--- src/rtl/mux2_reg_pkg.sv ---
// Shared constants for the registered 2:1 selector.
// Select encodings and default widths used by mux2_reg and its bench.
package mux2_reg_pkg;

    localparam int   DEF_WIDTH = 2;
    localparam int   DEF_CNT_W = 16;
    localparam logic SEL_A     = 1'b0;
    localparam logic SEL_B     = 1'b1;

endpackage

--- src/rtl/sat_counter.sv ---
// Saturating up-counter: steps by one on i_inc, sticks at all-ones.
// Cleared asynchronously by an active-high rst.
module sat_counter
    import mux2_reg_pkg::*;
#(
    parameter int CNT_W = DEF_CNT_W
) (
    input  logic             clk,
    input  logic             rst,
    input  logic             i_inc,
    output logic [CNT_W-1:0] o_cnt
);

    logic [CNT_W-1:0] r_cnt;
    logic             w_full;

    assign w_full = (r_cnt == '1);

    always_ff @(posedge clk or posedge rst) begin
        if (rst) begin
            r_cnt <= '0;
        end else if (i_inc && !w_full) begin
            r_cnt <= r_cnt + CNT_W'(1);
        end
    end

    assign o_cnt = r_cnt;

endmodule

--- src/rtl/mux2_reg.sv ---
// Registered 2:1 selector with a one-cycle capture strobe.
// Define MUX_SWITCH_CNT_EN to add sel_q and the sw_cnt select-change counter.
module mux2_reg
    import mux2_reg_pkg::*;
#(
    parameter int WIDTH = DEF_WIDTH,
    parameter int CNT_W = DEF_CNT_W
) (
    input  logic             clk,
    input  logic             rst,
    input  logic [WIDTH-1:0] a,
    input  logic [WIDTH-1:0] b,
    input  logic             s,
    input  logic             en,
    output logic [WIDTH-1:0] y,
    output logic             y_vld
`ifdef MUX_SWITCH_CNT_EN
    ,
    output logic             sel_q,
    output logic [CNT_W-1:0] sw_cnt
`endif
);

    if (WIDTH < 1 || WIDTH > 64) begin : g_bad_width
        $error("mux2_reg: WIDTH must be in 1..64");
    end
    if (CNT_W < 1) begin : g_bad_cnt_w
        $error("mux2_reg: CNT_W must be at least 1");
    end

    logic [WIDTH-1:0] r_y;
    logic             r_vld;
    logic [WIDTH-1:0] w_sel_data;

    assign w_sel_data = (s == SEL_A) ? a : b;

    always_ff @(posedge clk or posedge rst) begin
        if (rst) begin
            r_y   <= '0;
            r_vld <= 1'b0;
        end else begin
            r_vld <= en;
            if (en) begin
                r_y <= w_sel_data;
            end
        end
    end

    assign y     = r_y;
    assign y_vld = r_vld;

`ifdef MUX_SWITCH_CNT_EN
    logic r_sel_q;
    logic w_switch;

    // Reset value SEL_A means the first capture of s=1 counts as a change.
    always_ff @(posedge clk or posedge rst) begin
        if (rst) begin
            r_sel_q <= SEL_A;
        end else if (en) begin
            r_sel_q <= s;
        end
    end

    assign w_switch = en && (s != r_sel_q);

    sat_counter #(
        .CNT_W (CNT_W)
    ) u_sw_cnt (
        .clk   (clk),
        .rst   (rst),
        .i_inc (w_switch),
        .o_cnt (sw_cnt)
    );

    assign sel_q = r_sel_q;
`endif

endmodule

--- config.mk ---
export PLATFORM = sky130hd
export DESIGN_NAME = mux2_reg
export DESIGN_NICKNAME = d
export VERILOG_FILES = /design/src/rtl/mux2_reg_pkg.sv /design/src/rtl/sat_counter.sv /design/src/rtl/mux2_reg.sv
export SDC_FILE = /design/constraint.sdc
export NUM_CORES = 1
export LEC_CHECK = 0
export CORE_AREA = 3 3 40 42
export DETAILED_ROUTE_END_ITERATION = 10
export DIE_AREA = 0 0 43 45
export GPL_ROUTABILITY_DRIVEN = 0
export PLACE_DENSITY = 0.43
export SLEW_MARGIN = 40
export SYNTH_ARGS = -nofsm -noshare
export SYNTH_HDL_FRONTEND = slang
export SYNTH_SLANG_ARGS = --single-unit
--- constraint.sdc ---
create_clock -name clk -period 0.8 [get_ports clk]
set_input_delay 0.16 -clock clk [delete_from_list [all_inputs] [get_ports clk]]
set_output_delay 0.16 -clock clk [all_outputs]
set_load 0.01 [all_outputs]
# Word level (Yosys, flattened, before mapping)
# Index checks and enable logic that the tools add are counted.
[classes]
mux = 1
[op_table]
columns = ["operator", "n"]
rows = [
  ["$mux 2", 1],
]
[word_totals]
ff_bits = 3
inputBits = 8
output_inout_bits = 3
elab_cells = 3

# Depth between registers and ports, before layout
# Gate-level depths: netlist (run 1).
[depth]
ltp_word = 1
depth_mapped = 2
mapped_depth_nobuf = 2

# Least setup slack after synthesis (run 1)
# No wires, ideal clock.
[synth_timing]
path_type = "reg-to-reg"
startpoint = "register y[1] (netlist name)"
endpoint = "register r_y[1] (netlist: y[1])"
setup_time_ps = 123
arrival_ps = 531
required_time_ps = 677
slack_ps = 147
stages_incl_launch_ff = 3
n_path_buf = 0
period_less_slack_ps = 653
cell_sequence = "dfrtp_1 -> nor2_1 -> a21oi_1"
[synth_lines]
columns = ["element", "line_no", "rtl"]
rows = [
  ["to (signal assigned)", "mux2_reg.sv:44", "r_y <= w_sel_data;"],
  ["to (decl)", "mux2_reg.sv:31", "logic [WIDTH-1:0] r_y;"],
]

# Final worst setup path (run 1)
[layout_timing]
startpoint = "register r_y[1] (netlist: y[1])"
endpoint = "output port y[1]"
[layout_lines]
columns = ["element", "line_no", "rtl"]
rows = [
  ["to (decl)", "mux2_reg.sv:15", "output logic [WIDTH-1:0] y,"],
]
# No word-level cell between the ends.

==> results of run 1 <==
worst reg2reg max path: stages, from the launching register on:
cell	delay [ns]
dfrtp_1	0.36
buf_4	0.13
buf_6	0.11
nor2_4	0.07
a21oi_2	0.04
state kept, by name, summed over array words and instances (netlist names):
| register | flops |
|---|---|
| y | 2 |
| y_vld | 1 |
what timing repair did:
action / CTS / global route
hold buffers: 0 / 0
resized for setup: 15 / 3
pin swaps: 1 / 1
setup buffers: 1 / 2
setup endpoints to repair: 5 / 4
cells by family after synthesis:
family	share of synthesized area [%]
mux	17.2
flops	64.5
buf+inv	3.22
simple gates	6.45
compound gates	8.60
layout make-up:
| type | instances | area [µm²] |
|---|---|---|
| clock buffers | 4 | 26.3 |
| fillers | 143 | 1000 |
| inverters | 1 | 3.75 |
| multi-input cells | 6 | 48.8 |
| flip-flops and latches | 3 | 75.1 |
| well taps | 15 | 18.8 |
| repair buffers | 13 | 113 |
worst max path at each step:
stage / endpoint / slack, ns / cells past startpoint
after floorplan: y[1] / 0.15 / 2
after global placement: y[0] / -0.27 / 3
after detailed placement: y[0] / -0.30 / 3
after CTS: y[1] / -0.12 / 1
after global routing: y[1] / -0.13 / 1
final: y[1] / -0.10 / 1
stage by stage:
| stage | util [%] | total power (µW) | cells | TNS (ns) | hold WS [ns] |
|---|---|---|---|---|---|
| 4_1_cts | 20.2 | 543 | 40 | -0.321 | 0.0912 |
| 6_report | 22.2 | 550 | 42 | -0.300 | 0.0967 |
| 5_1_grt | 22.2 | 595 | 42 | -0.431 | 0.118 |
| 3_3_place_gp | 18.9 | 271 | 36 | -1.15 | 0.341 |
| 3_5_place_dp | 18.9 | 274 | 36 | -1.24 | 0.342 |
| 2_1_floorplan | - | 197 | 10 | 0 | -0.0864 |
routing by layer:
layer,GRT usage (%),vias up,part of all wire (%)
met2,6.89,13,38
met4,7.23,0,0
met1,5.34,62,47
li1,-,68,-
met5,0,-,0
met3,5.58,0,15
placed cells by master, fill, tap and decap left out, drive strengths merged:
cell,n
buf,6
clkdlybuf4s50,5
clkbuf,4
dfrtp,3
mux2i,2
nor2,2
a21oi,2
inv,1
dlymetal6s2s,1
dlygate4sd2,1
power groups by stage:
stage	clock network, µW	registers, µW	logic (µW)
global placement	0	174	97.5
floorplan	0	180	16.9
global route	298	173	124
detailed placement	0	175	98.7
finish	266	171	113
CTS	279	173	91.0
==> metrics.yaml, run 1 <==
netlist_top_cells_count: "3 x dfrtp_1, 2 x a21oi_1, 2 x mux2i_1, 2 x nor2_1, 1 x inv_1"
fin_area_um2: 285
ir_drop_uv: 459
layout_setup_ws_ns: -0.102
drive_gt1_share_pct: 40.7
path_max_fanout: 2
cp_slowest_cell: "dfrtp_1"
wirelength_um: 396
grt-ovfl-total: 0
synth_flop_cell: "dfrtp_1"
syn_area_per_cell_um2: 11.6
slew-limit-headroom_pct: 82.0
swShare_pct: 23.0
pre_cts_ws_ns: -0.296
ys_seq_area_share_pct: 64.5
drt_iter0_markers: 1
die_h_um: 45
dieArea_um2: 1940
ys_seq_elements: 3
io_pins: 11
htreeDepth: 1
coreArea_um2: 1280
start_util_pct: 9.06
cts_tree: "done"
worstPathRequired_ns: 0.64
power.density_nw_per_um2: 1930
grt_usage_pct: 5.93
skew_ns: 0
finalHoldViolCount: 0
rrSetupSlack_ns: -0.03
grt_pass1_vias: 152
tightest_slew_ns: 0.270
syn-num-nets: 18
crit_family: "flip-flops"
vias_per_cell: 3.40
cp-start-kind: "register"
clk_latency_ns: 0.23
antennaDiodeCount: 0
syn_area_um2: 116
hp-class: "in2async"
maxSlewViolCount: 0
synth.area.top_cells: "dfrtp_1 65%, mux2i_1 17%, a21oi_1 8.6%"
endpoint_kind: "output pin"
portBuffers: 10
leakagePower_uw: 0.000138
synth_top_cell_by_area: "dfrtp_1"
route.detailed.drc: 0
worst-path-buf-inv: 1
clock_sinks: 3
power_frac_seq_pct: 31.1
nets: 36
reg2reg_from: "y[0]"
drtPass1Iterations: 2
startpoint: "y[1]"
violations: "setup timing"
yosysUniqueCellTypes: 5
clock_path_buffers: 2
placedInstanceArea_um2: 243
rsz0062_at_grt: "yes"
synth.most_common_cell: "dfrtp_1"
drv_cap: 0
path_clk_slew_ns: 0.04
grt_pass1_wl_um: 696
fin_crit_sh_pct: 113
power_frac_comb_pct: 20.6
die_width_um: 43
p_int_uw: 424
clockPowerShare_pct: 48.3
drtAntennaViolNets: 0
path_cells: "buf_2"
wl_per_cell_um: 9.43
area_delta_synth_final_pct: 145
status: "finished with violations"
synth-edff-count: 0
timing.rr.end: "y[0]"
period_needed_ns: 0.902
rows: 13
ys_warn_count: 0
synth-async-reset-ratio_pct: 100
path_class: "reg2out"
antenna_found_initial: 0
critPathArrivalTime_ns: 0.74
vias: 143
clockRootBuffer: "clkbuf_4"
cpPeakStageDelay_ns: 0.37
synth_top_area_share_pct: 64.5
fmax_ghz: 1.11
rr_worst_depth: 4
cts-buffers-inserted: 3
setup_viol: 4
switchingPower_uw: 127
grt_max_degree: 6
synth_cells: 10
Power figures use the tool's default switching activity.
==> run 2, diff against run 1 <==
SYNTH_HIERARCHICAL = 1   (was unset)
==> results of run 2 <==
Same layout as run 1: the final DEF is identical, and so are final timing and power.
Main changes from that run: Yosys warning count 0 -> 6
